[config.mk]
export PLATFORM = sky130hd
export DESIGN_NAME = fetch_unit
export DESIGN_NICKNAME = d
export VERILOG_FILES = /design/src/rtl/arm_pkg.sv /design/src/rtl/fetch_queue.sv /design/src/rtl/fetch_unit.sv
export SDC_FILE = /design/constraint.sdc
export NUM_CORES = 1
export LEC_CHECK = 0
export BUFFER_PORTS_ARGS = -buffer_cell sky130_fd_sc_hd__buf_2
export CAP_MARGIN = 15
export CORE_ASPECT_RATIO = 0.5
export CORE_MARGIN = 3
export CORE_UTILIZATION = 58
export DETAILED_ROUTE_END_ITERATION = 8
export PLACE_DENSITY_LB_ADDON = 0.2
export SETUP_SLACK_MARGIN = 0.3
export SYNTH_ARGS = -nofsm -noshare
export SYNTH_HDL_FRONTEND = slang
export SYNTH_HIERARCHICAL = 1
export SYNTH_SLANG_ARGS = --single-unit
[constraint.sdc]
create_clock -name clk1 -period 4.8 [get_ports clk1]
set_input_delay 0.48 -clock clk1 [delete_from_list [all_inputs] [get_ports clk1]]
set_output_delay 0.48 -clock clk1 [all_outputs]
set_load 0.02 [all_outputs]
[src/rtl/arm_pkg.sv]
// Shared definitions for the fetch stage: word width, default reset PC,
// the halt word and the fetch FSM state encoding.
package arm_pkg;

  localparam int WORD_W = 32;

  localparam logic [WORD_W-1:0] DEFAULT_RESET_PC = 32'h0000_0000;

  // A fetched word equal to this value stops fetching when halt detection is built in.
  localparam logic [WORD_W-1:0] HALT_WORD = 32'h0000_0000;

  // Fetch FSM states.
  localparam logic [1:0] ST_IDLE  = 2'd0;
  localparam logic [1:0] ST_REQ   = 2'd1;
  localparam logic [1:0] ST_DRAIN = 2'd2;
  localparam logic [1:0] ST_HALT  = 2'd3;

  // Force an address onto a word boundary.
  function automatic logic [WORD_W-1:0] word_align(input logic [WORD_W-1:0] addr);
    return {addr[WORD_W-1:2], 2'b00};
  endfunction

endpackage

[src/rtl/fetch_queue.sv]
// Prefetch queue: DEPTH entries of {pc, instr}. Pointers carry one extra bit
// so full and empty are told apart. Clear has priority over push and pop.
module fetch_queue
  import arm_pkg::*;
#(
  parameter int DEPTH = 4
) (
  input  logic                    clk1,
  input  logic                    rst_n,
  input  logic                    push,
  input  logic [WORD_W-1:0]       push_pc,
  input  logic [WORD_W-1:0]       push_instr,
  input  logic                    pop,
  input  logic                    clear,
  output logic [$clog2(DEPTH):0]  count,
  output logic                    head_valid,
  output logic [WORD_W-1:0]       head_pc,
  output logic [WORD_W-1:0]       head_instr
);

  localparam int AW = $clog2(DEPTH);

  logic [AW:0]           wr_ptr;
  logic [AW:0]           rd_ptr;
  logic [2*WORD_W-1:0]   entries [DEPTH];
  logic [2*WORD_W-1:0]   head_entry;
  logic                  full;
  logic                  empty;
  logic                  do_push;
  logic                  do_pop;

  assign count   = wr_ptr - rd_ptr;
  assign full    = (count == (AW+1)'(DEPTH));
  assign empty   = (count == '0);
  assign do_pop  = pop && !empty;
  assign do_push = push && (!full || do_pop);

  // Pointer update; clear empties the queue in one edge.
  // NOTE: sequential state uses non-blocking (<=) so every flop samples pre-edge values.
  always_ff @(posedge clk1 or negedge rst_n) begin
    if (!rst_n) begin
      wr_ptr <= '0;
      rd_ptr <= '0;
    end else if (clear) begin
      wr_ptr <= '0;
      rd_ptr <= '0;
    end else begin
      if (do_push) wr_ptr <= wr_ptr + 1'b1;
      if (do_pop)  rd_ptr <= rd_ptr + 1'b1;
    end
  end

  // Entry storage write.
  // NOTE: storage is not reset; the head is gated by empty so stale contents never escape.
  always_ff @(posedge clk1) begin
    if (do_push) entries[wr_ptr[AW-1:0]] <= {push_pc, push_instr};
  end

  // Head presentation; zero when empty so outputs match their reset values.
  assign head_entry = entries[rd_ptr[AW-1:0]];
  assign head_valid = !empty;
  assign head_pc    = empty ? '0 : head_entry[2*WORD_W-1:WORD_W];
  assign head_instr = empty ? '0 : head_entry[WORD_W-1:0];

endmodule

[src/rtl/fetch_unit.sv]
// Instruction fetch stage: owns the PC, issues one word read at a time to
// instruction memory, buffers returned words in fetch_queue and hands them
// to decode over valid/ready. A flush empties the queue and redirects.
// Optional feature macro: FETCH_HALT_DETECT_EN (stop fetching on a zero word).
module fetch_unit
  import arm_pkg::*;
#(
  parameter int                DEPTH    = 4,
  parameter logic [WORD_W-1:0] RESET_PC = DEFAULT_RESET_PC
) (
  input  logic              clk1,
  input  logic              rst_n,
  output logic              mem_req,
  output logic [WORD_W-1:0] mem_addr,
  input  logic              mem_ack,
  input  logic [WORD_W-1:0] mem_rdata,
  output logic              if_valid,
  input  logic              if_ready,
  output logic [WORD_W-1:0] if_instr,
  output logic [WORD_W-1:0] if_pc,
  input  logic              flush,
  input  logic [WORD_W-1:0] flush_pc,
  output logic              halted
);

  localparam int AW = $clog2(DEPTH);

  logic [1:0]        state;
  logic [1:0]        state_nxt;
  logic [WORD_W-1:0] fetch_pc;
  logic [WORD_W-1:0] fetch_pc_nxt;
  logic [WORD_W-1:0] drain_pc;
  logic [AW:0]       q_count;
  logic [AW:0]       cnt_after;
  logic              ack;
  logic              pop;
  logic              push;
  logic              discard;
  logic              has_space;
  logic              halt_hit;

  // Handshake decode. A word acked during a flush or while draining is dropped.
  assign ack       = mem_req && mem_ack;
  assign pop       = if_valid && if_ready && !flush;
  assign discard   = flush || (state == ST_DRAIN);
  assign push      = ack && !discard;
  assign cnt_after = q_count + {{AW{1'b0}}, push} - {{AW{1'b0}}, pop};
  assign has_space = (cnt_after < (AW+1)'(DEPTH));

`ifdef FETCH_HALT_DETECT_EN
  assign halt_hit = push && (mem_rdata == HALT_WORD);
  assign halted   = (state == ST_HALT);
`else
  assign halt_hit = 1'b0;
  assign halted   = 1'b0;
`endif

  // Request outputs: while draining, the abandoned address is held until acked.
  assign mem_req  = (state == ST_REQ) || (state == ST_DRAIN);
  assign mem_addr = (state == ST_DRAIN) ? drain_pc : fetch_pc;

  // Next-state and next-PC selection.
  // NOTE: every always_comb output gets a default first so no latch is inferred.
  always_comb begin
    state_nxt    = state;
    fetch_pc_nxt = fetch_pc;
    case (state)
      ST_IDLE: begin
        if (flush) begin
          fetch_pc_nxt = word_align(flush_pc);
          state_nxt    = ST_REQ;
        end else if (has_space) begin
          state_nxt = ST_REQ;
        end
      end
      ST_REQ: begin
        if (flush) begin
          fetch_pc_nxt = word_align(flush_pc);
          state_nxt    = mem_ack ? ST_REQ : ST_DRAIN;
        end else if (mem_ack) begin
          fetch_pc_nxt = fetch_pc + 32'd4;
          if (halt_hit)        state_nxt = ST_HALT;
          else if (has_space)  state_nxt = ST_REQ;
          else                 state_nxt = ST_IDLE;
        end
      end
      ST_DRAIN: begin
        if (flush)   fetch_pc_nxt = word_align(flush_pc);
        if (mem_ack) state_nxt    = ST_REQ;
      end
      ST_HALT: begin
        if (flush) begin
          fetch_pc_nxt = word_align(flush_pc);
          state_nxt    = ST_REQ;
        end
      end
      default: state_nxt = ST_IDLE;
    endcase
  end

  // FSM, fetch PC and held drain address registers.
  always_ff @(posedge clk1 or negedge rst_n) begin
    if (!rst_n) begin
      state    <= ST_IDLE;
      fetch_pc <= word_align(RESET_PC);
      drain_pc <= word_align(RESET_PC);
    end else begin
      state    <= state_nxt;
      fetch_pc <= fetch_pc_nxt;
      if (state == ST_REQ && flush && !mem_ack) drain_pc <= fetch_pc;
    end
  end

  // Prefetch queue between memory and decode.
  fetch_queue #(.DEPTH(DEPTH)) u_queue (
    .clk1       (clk1),
    .rst_n      (rst_n),
    .push       (push),
    .push_pc    (fetch_pc),
    .push_instr (mem_rdata),
    .pop        (pop),
    .clear      (flush),
    .count      (q_count),
    .head_valid (if_valid),
    .head_pc    (if_pc),
    .head_instr (if_instr)
  );

endmodule

==> metrics, run 1 <==
Power, Total=7.38 mW; Max transition margin=0.306; routability cong.=0.780; total number of yosys warnings=6; Starting Density=0.596; setup TNS=0 ns; setup repair bufs after CTS=0; Die ar.=roughly 26000 µm²; top achievable clock speed=0.251 GHz; clk_skew=between 0.01 and 0.015 ns; cts repair resizes=0; post-synth cell types=57; wire per inst=21.8 µm; number of synthesized flops with an enable pin=around 260; initial antenna violation count=0; slowest stage cell, crit path=dfrtp_4; CP cell instances=ha_1 > fa_1 > xnor3_2 > inv_1 > nor2_4 > buf_4 > and2b_1 > buf_2; Worst Path Buf+Inv=3; commonest non-fill, non-tap cell in the layout=edfxtp_1; design area=15900 µm²; ratio of cells with drive above 1 in the final layout=0.373; Placeable Area=23000 µm²; main combinational cell family by area after synthesis=multiplexers; IO Pins=168; die width=about 220 µm; Worst path max stage delay=0.68 ns; Req. time, crit path=roughly 4.3 ns; CTS max path bufs=3; DRT Pass-1 Iters=6; Syn Inst Count=793; CTS clock-pin slew for the worst setup and hold paths=0.07 ns; unrepaired setup endpoints after global routing=false; Via Count=7548; clock net sink count=324; Die H=approximately 110 µm; Seq/Total Area, Yosys=0.684; ANT cells=0; DR DRC count=0; GRT overflow=0; Synth Area in XOR/XNOR=0.0151; # rows=39; Avg Cell Area, Syn=17.3 µm²; Seq cells post-synth=324; Area Overhead vs Synth=15.6%; Slew @ Worst Pin=approximately 1.0 ns; worst hold path type=input pin to asynchronous set/reset pin; final max-slew violation count=0; Worst-Skew Late Latency=0.54 ns; post-route setup slack=0.810 ns; vias in the first global route=roughly 7700; Max-Cap Viols=0; Num CTS Buffers=28; drt total wl=28100 µm; HPWL after DPL=17300 µm; post-synthesis cell area=around 14000 µm²; post-synthesis simple-gate area fraction=0.0793; highest-count cells in the layout ignoring fill and taps=256 x edfxtp_1, 162 x buf_2, 66 x nor2b_1, 66 x dfrtp_1, 64 x mux4_2; first-pass GRT wire length=44400 µm; Synth area leaders=edfxtp_1 56%, dfrtp_1 12%, mux4_2 11%; status=complete, no violations; Setup crit end kind=output pin; Max H-tree Level=1; multiplexer area fraction after synthesis=0.160; largest net degree at the start of global routing=70; top-area cell type share of the netlist area=0.560; adder-cell share of the synthesized area=0.0133; CTS root buf=clkbuf_16; CTS tree=yes; GRT Overall Usage=0.226; post-route clock period utilization=0.831; hold_buf cts=0; critical path class=flip-flop to output pin; DR iter-0 viols=about 620; Via-to-Cell Ratio=5.85; Synth Area in Compound Gates=0.0250; post-synth top area cell=edfxtp_1; Synth async-reset ratio=0.210; Top FF cell, synth=edfxtp_1; number of port buffers=162; Lkg Pwr=between 5 and 6 nW; Nets=approximately 1000; cell area power density=roughly 470 nW/µm²; Final setup viols=0; instance area at placement=14900 µm²; worst slack, placed=roughly 0.97 ns; Final Hold Viols=0; CP Launch Type=flip-flop; WHS=0.0860 ns; crit path DAT=3.51 ns; minimum clock period=3.99 ns; number of nets still failing antenna checks after routing=0; Worst path top cell family by delay=buffers and inverters; CP Max Fanout=64; peak supply drop=233 µV
-- kinds of logic after synthesis --
family / Yosys count
and+or+nand+nor: 189
AOI/OAI and AO/OA: 50
muxes: 131
adders and majority gates: 14
xor gates and xnor gates: 22
buffers and inverters: 62
DFF: 324
other: 1
-- layer usage --
metal  share of wire  GRT usage  up-vias
met3           0.052     0.0342       31
met5               0          0        -
met4           0.014     0.0357        0
met2            0.50      0.385      212
met1            0.43      0.323     3937
li1                -          -     3368
-- Yosys cell counts, types with 5 or more instances --
master / number
ha_1: 13
nor3_1: 6
nor2_1: 23
nand3_1: 13
buf_2: 8
nand2_1: 36
nand2b_1: 5
inv_1: 17
and3_1: 5
dfrtp_1: 68
nor2b_1: 66
o21ai_0: 21
clkbuf_1: 24
buf_4: 5
nor4_1: 5
buf_6: 6
xor2_1: 7
mux4_2: 64
nand4_1: 6
xnor2_1: 14
mux2_2: 61
edfxtp_1: 256
-- metrics by stage --
stage | utilization | cells
floorplan | - | 803
global placement | 0.645 | 1238
detailed placement | 0.645 | 1238
CTS | 0.688 | 1290
global route | 0.688 | 1290
finish | 0.688 | 1290
-- layout make-up --
class                           instances  area (µm²)
Inverter                               17        63.8
Clock buffer                           31         733
Clock inverter                         21         260
Tap cell                              307         384
Multi-Input combinational cell        417        4070
Fill cell                            1557        7180
Timing Repair Buffer                  173         943
Sequential cell                       324        9400
-- state kept, by name (all words and copies together) (netlist names) --
signal and cells:
drain_pc 30, fetch_pc 30, state 2, u_queue/entries 256
u_queue/rd_ptr 3, u_queue/wr_ptr 3
-- report_power, final --
part | leakage, nW | switching [mW] | internal (mW) | total [mW]
Combinational | 2.12 | 0.816 | 0.570 | 1.39
Sequential | 3.14 | 0.193 | 3.39 | 3.58
Clock | 0.481 | 0.992 | 1.43 | 2.42
Total | 5.74 | 2.00 | 5.38 | 7.38
-- worst reg2reg max path, delay by kind of cell (launching register included) --
kind / cells / cell delay [ns]
xor+xnor: 2 / 0.40
simple gates: 2 / 0.35
compound gates: 2 / 0.50
mux: 1 / 0.37
buf+inv: 3 / 0.30
flops: 1 / 0.68
fa+ha+maj: 4 / 1.11
-- path summary, 6_finish.rpt --
| kind | end | slack [ns] | from | cells after the start |
|---|---|---|---|---|
| max | if_instr[14] | 0.81 | u_queue/rd_ptr[0] | 8 |
| min | drain_pc[18] | 0.09 | rst_n | 1 |
| max reg2reg | state[0] | 0.97 | u_queue/rd_ptr[0] | 14 |
| min reg2reg | drain_pc[11] | 0.50 | drain_pc[11] | 1 |
| max in group asynchronous | u_queue/rd_ptr[0] | 3.69 | rst_n | 2 |
| min in group clk1 | fetch_pc[4] | 0.14 | flush_pc[4] | 3 |
(Power assumes the default switching activity.)
==> inputs of run 2 (changes only) <==
--- a/config.mk
+++ b/config.mk
@@ -5,11 +5,12 @@
 export SDC_FILE = /design/constraint.sdc
 export NUM_CORES = 1
 export LEC_CHECK = 0
+export ABC_AREA = 1
 export BUFFER_PORTS_ARGS = -buffer_cell sky130_fd_sc_hd__buf_2
 export CAP_MARGIN = 15
 export CORE_ASPECT_RATIO = 0.5
 export CORE_MARGIN = 3
-export CORE_UTILIZATION = 58
+export CORE_UTILIZATION = 59
 export DETAILED_ROUTE_END_ITERATION = 8
 export PLACE_DENSITY_LB_ADDON = 0.2
 export SETUP_SLACK_MARGIN = 0.3
==> constraint.sdc (replaced) <==
create_clock -name clk1 -period 3.7 [get_ports clk1]
set_input_delay 0.37 -clock clk1 [delete_from_list [all_inputs] [get_ports clk1]]
set_output_delay 0.37 -clock clk1 [all_outputs]
set_load 0.02 [all_outputs]
==> run 2 against run 1 <==
Critical path depth decreased by 1. Sequential power increased by 34%. Total power increased by 33%. Sequential cell count unchanged. Utilization increased by 1.9 points. First-iteration DRC count increased by 45%. Clock power increased by 21%. Register-to-register slack got worse by 0.27 ns. Synthesized cell count increased by 86%. Clock-buffer cell count increased by 16. Hold slack got worse by 0.047 ns. Wire length increased by 21%.
==> metrics, run 2 <==
Via-to-Cell Ratio=about 5.6; Top FF cell, synth=edfxtp_1; CTS max path bufs=3; IO Pins=168; Die H=~120 µm; minimum clock period=3.21 ns; Psw=3.10 mW; r2r worst-path depth=13; # rows=39; Synth area leaders=edfxtp_1 53%, dfrtp_1 12%, o21ai_0 8.4%; Num CTS Buffers=28; Slew @ Worst Pin=0.888 ns; status=complete, no violations; Seq pwr share=0.487; Lkg Pwr=~7 nW; post-synth top area cell=edfxtp_1; clock net sink count=~320; number of port buffers=162; CTS root buf=clkbuf_16; worst hold path type=input pin to flip-flop; largest net degree at the start of global routing=85; Nets=1706; routability cong.=between 0.8 and 0.9; Power, Total=9.82 mW; WHS=a little under 0.04 ns; highest-count cells in the layout ignoring fill and taps=266 x nand2_1, 256 x edfxtp_1, 249 x nor2_1; Seq/Total Area, Yosys=0.645; Seq cells post-synth=324; Area Overhead vs Synth=14.2%; max FFs per register=256; power share of the clock group=0.298; total number of yosys warnings=6; Via Count=11000; Switching Fraction=0.316; GRT Overall Usage=0.253; Hold Path Sink=u_queue/entries[0][6]; Die ar.=roughly 27000 µm²; CP Max Fanout=76; Placeable Area=23500 µm²; Max H-tree Level=1; initial antenna violation count=1; Avg Cell Area, Syn=9.86 µm²; commonest non-fill, non-tap cell in the layout=nand2_1; unrepaired setup endpoints after global routing=false; crit path DAT=about 2.8 ns; top-area cell type share of the netlist area=0.528; Worst-Skew Late Latency=0.56 ns; top cells by count, synth=268 x nand2_1, 256 x edfxtp_1, 254 x nor2_1; CTS tree=yes; cell area power density=590 nW/µm²; hold path cells=1; DRT Pass-1 Iters=5; GRT overflow=0; ratio of cells with drive above 1 in the final layout=0.161; post-route clock period utilization=0.868; worst min-delay path startpoint=mem_rdata[6]; Reg-to-Reg Start=u_queue/wr_ptr[0]; Max transition margin=0.408; Internal=6.71 mW; Req. time, crit path=roughly 3.3 ns; post-synthesis cell area=14600 µm²; critical path class=flip-flop to output pin; peak supply drop=about 330 µV; Final setup viols=0; CP Launch Type=flip-flop; HPWL after DPL=21000 µm; Crit Reg-Reg Endpoint=u_queue/entries[3][28]; die width=228 µm; Synth async-reset ratio=0.210; number of synthesized flops with an enable pin=256; post-synth cell types=35; clk_skew=around 0.024 ns; top achievable clock speed=between 0.3 and 0.4 GHz; wire per inst=17.2 µm; FF-to-FF setup slack=0.70 ns; DR iter-0 viols=roughly 900; Starting Density=0.619; combinational fraction of design power=0.215; CTS clock-pin slew for the worst setup and hold paths=around 0.060 ns; Final Util=0.708; final max-slew violation count=0; drt total wl=34000 µm; Max-Cap Viols=0; number of nets still failing antenna checks after routing=0; Syn Inst Count=~1500; ANT cells=0; Final Hold Viols=0; setup TNS=0 ns; DR DRC count=0; first-pass GRT wire length=53600 µm; count leader, synth=nand2_1; vias in the first global route=10600; Setup crit end kind=output pin
run 2: worst max-delay path by stage:
| stage | startpoint | to | slack, ns | depth (start not counted) |
|---|---|---|---|---|
| 6_report | u_queue/rd_ptr[1] | if_pc[27] | 0.49 | 7 |
| 5_1_grt | u_queue/rd_ptr[0] | if_pc[0] | 0.32 | 8 |
| 4_1_cts | u_queue/wr_ptr[0] | if_instr[3] | 0.44 | 10 |
| 3_5_place_dp | u_queue/wr_ptr[0] | u_queue/entries[3][40] | 0.71 | 13 |
| 3_3_place_gp | u_queue/wr_ptr[0] | u_queue/entries[3][39] | 0.74 | 13 |
| 2_1_floorplan | u_queue/wr_ptr[0] | u_queue/entries[0][0] | 0.32 | 13 |
run 2: what timing repair did:
action                                  CTS  global route
resized for setup                         3             1
endpoints found under the setup margin    9             1
gates cloned                              0             0
buffers inserted                          0             0
hold endpoints to repair                 25             0
hold buffers                              1             0
run 2: layout make-up:
cell class,instances,area [µm²]
flip-flops and latches,324,9400
clock buffers,47,863
well taps,328,410
inverters,144,544
repair buffers,183,1030
clock inverters,5,51.3
fillers,1711,6880
multi-input cells,942,4340
run 2: critical path: stages (launching register included):
cell and delay, ns:
dfrtp_4 0.42, buf_4 0.50, buf_6 0.49, o21ai_0 0.19
o21ai_0 0.29, nand2_1 0.08, inv_1 0.06, buf_2 0.15
run 2: layer usage:
metal | global-route usage | wire length, µm | vias up
met3 | 0.0409 | 2270 | 69
li1 | - | - | 5213
met4 | 0.0840 | 818 | 2
met1 | 0.348 | 15100 | 5264
met5 | 0 | 13 | -
met2 | 0.421 | 15800 | 439
run 2: cells by family (layout without fill, tap and decap cells):
group / after synthesis / count (layout) / synth area share
simple gates: 611 / 611 / 0.172
flops: 324 / 324 / 0.645
compound gates: 304 / 304 / 0.106
buf+inv: 221 / 379 / 0.0637
fa+ha+maj: 14 / 14 / 0.0125
xor+xnor: 2 / 2 / 0.00120
other cells: 1 / 11 / 0.000257
run 2: power groups by stage:
stage / combinational, mW / clock (mW) / sequential [mW]
final: 2.11 / 2.93 / 4.78
after global routing: 2.34 / 3.13 / 4.83
after CTS: 2.11 / 2.97 / 4.77
after detailed placement: 2.09 / 0 / 4.84
after global placement: 2.04 / 0 / 4.81
after floorplan: 1.47 / 0 / 4.72
run 2: through the flow:
stage / cells / area, µm² / worst slack, ns
detailed placement: 1920 / 15700 / 0.709
finish: 1973 / 16600 / 0.488
CTS: 1973 / 16600 / 0.443
floorplan: 1487 / 14700 / 0.316
global placement: 1920 / 15700 / 0.738
global route: 1973 / 16600 / 0.316
==> inputs of run 3 (changes only) <==
--- a/config.mk
+++ b/config.mk
@@ -12,7 +12,7 @@
 export CORE_MARGIN = 3
 export CORE_UTILIZATION = 59
 export DETAILED_ROUTE_END_ITERATION = 8
-export PLACE_DENSITY_LB_ADDON = 0.2
+export PLACE_DENSITY = 0.91
 export SETUP_SLACK_MARGIN = 0.3
 export SYNTH_ARGS = -nofsm -noshare
 export SYNTH_HDL_FRONTEND = slang
==> run 3 against run 2 <==
Via count is 1.6% higher. Critical path type unchanged. Sequential cell count stayed put. Largest cell class unchanged. Final area is 0.23% higher. Non-clock buffer count is 3 higher. Sequential power hardly changed.
==> metrics, run 3 (synthesis gave the netlist of run 2 again) <==
status=complete, no violations; GRT overflow=0; Via-to-Cell Ratio=5.65; max FFs per register=~260; combinational fraction of design power=0.215; Lkg Pwr=7.13 nW; CP Max Fanout=69; Cells after DPL=a little under 2000; Die ar.=around 27000 µm²; CP Launch Type=flip-flop; Die H=117 µm; cell area power density=around 600 nW/µm²; DR DRC count=0; first-pass GRT wire length=55000 µm; worst hold path type=input pin to asynchronous set/reset pin; routability cong.=0.896; FF-to-FF setup slack=~0.5 ns; Slew @ Worst Pin=between 0.9 and 1 ns; r2r worst-path depth=13; Max H-tree Level=1; fill count=1620; Non-Filler Instances=1976; Num CTS Buffers=28; Nets=1709; largest net degree at the start of global routing=87; vias in the first global route=10800; Seq pwr share=0.484; peak supply drop=about 460 µV; Max transition margin=0.383; setup TNS=0 ns; instance area at placement=15700 µm²; final max-slew violation count=0; top achievable clock speed=0.307 GHz; drt total wl=34900 µm; number of nets still failing antenna checks after routing=0; Crit Reg-Reg Endpoint=u_queue/entries[0][9]; Max-Cap Viols=0; clock net sink count=324; crit path DAT=2.89 ns; Setup crit end kind=output pin; unrepaired setup endpoints after global routing=false; critical path class=flip-flop to output pin; # rows=39; IO Pins=~170; initial antenna violation count=1; die width=roughly 230 µm; Power, Total=9.90 mW; Worst-Skew Late Latency=0.56 ns; GRT Overall Usage=0.261; Area Overhead vs Synth=14.5%; minimum clock period=3.26 ns; DR iter-0 viols=1562; post-route clock period utilization=0.882; Psw=3.17 mW; commonest non-fill, non-tap cell in the layout=nand2_1; ratio of cells with drive above 1 in the final layout=0.165; Placeable Area=between 20000 and 25000 µm²; DRT Pass-1 Iters=6; wire per inst=17.7 µm; Starting Density=0.619; WHS=between 0.03 and 0.04 ns; clk_skew=0.0226 ns; CTS root buf=clkbuf_16; Final setup viols=0; design area=16700 µm²; Switching Fraction=0.320; Internal=between 6 and 7 mW; Req. time, crit path=3.33 ns; HPWL after DPL=around 21000 µm; power share of the clock group=0.302; CTS max path bufs=3; CTS tree=yes; Reg-to-Reg Start=u_queue/wr_ptr[0]; number of port buffers=162; Final Hold Viols=0; highest-count cells in the layout ignoring fill and taps=266 x nand2_1, 256 x edfxtp_1, 249 x nor2_1; CTS clock-pin slew for the worst setup and hold paths=0.07 ns; Via Count=11200
-- run 3: cell types whose count changed in the layout (fill, tap and decap cells not counted) --
cell and change:
clkbuf_8 -6, buf_4 +5, clkbuf_1 -3, clkinv_2 +3, buf_6 -2, bufinv_16 +2
clkinv_4 +2, buf_12 +1, diode_2 +1, dlygate4sd3_1 -1, inv_8 +1
-- run 3: worst max-delay path by stage --
stage | cells after the start | startpoint | endpoint | slack [ns]
2_1_floorplan | 13 | u_queue/wr_ptr[0] | u_queue/entries[0][0] | 0.32
3_3_place_gp | 12 | u_queue/rd_ptr[0] | u_queue/entries[0][18] | 0.77
3_5_place_dp | 13 | u_queue/wr_ptr[0] | u_queue/entries[0][9] | 0.62
4_1_cts | 10 | u_queue/wr_ptr[0] | if_pc[16] | 0.40
5_1_grt | 10 | u_queue/wr_ptr[0] | if_pc[16] | 0.32
6_report | 10 | u_queue/wr_ptr[0] | if_pc[16] | 0.44
-- run 3: layer usage --
| metal | vias up | track usage | routed length [µm] |
|---|---|---|---|
| met5 | - | 0 | 0 |
| met4 | 0 | 0.0974 | 1040 |
| met2 | 570 | 0.449 | 17000 |
| met3 | 90 | 0.0433 | 2790 |
| met1 | 5298 | 0.344 | 14100 |
| li1 | 5203 | - | - |
-- run 3: what timing repair did --
item                                    4_1_cts  5_1_grt
resized for setup                             1        1
buffers inserted                              0        0
endpoints found under the setup margin       25        4
hold buffers                                  0        0
-- run 3: final cells by class --
| type | count | area, µm² | share of cell area |
|---|---|---|---|
| Sequential cell | 324 | 9400 | 0.563 |
| Antenna cell | 1 | 2.50 | 0.000150 |
| Clock buffer | 38 | 769 | 0.0461 |
| Tap cell | 328 | 410 | 0.0246 |
| Clock inverter | 13 | 155 | 0.00930 |
| Timing Repair Buffer | 186 | 1060 | 0.0635 |
| Inverter | 144 | 544 | 0.0326 |
| Multi-Input combinational cell | 942 | 4340 | 0.260 |
-- run 3: power by group through the flow --
stage | Combinational, mW | Sequential (mW) | Clock (mW)
after floorplan | 1.47 | 4.72 | 0
after global placement | 2.01 | 4.81 | 0
after detailed placement | 2.08 | 4.84 | 0
after CTS | 2.12 | 4.77 | 3.03
after global routing | 2.36 | 4.83 | 3.18
final | 2.13 | 4.79 | 2.99
-- run 3: critical path: stages (launching register included) --
cell and delay [ns]:
dfrtp_1 0.43, inv_2 0.09, ha_1 0.24, fa_1 0.47, nand2_1 0.11, inv_1 0.06, nand3_2 0.09, clkbuf_8 0.43
nand2_1 0.14, inv_1 0.08, buf_2 0.17
-- run 3: through the flow --
stage,util,worst slack [ns]
6_report,0.709,0.438
5_1_grt,0.709,0.318
4_1_cts,0.709,0.399
3_5_place_dp,0.670,0.616
3_3_place_gp,0.670,0.774
2_1_floorplan,-,0.316
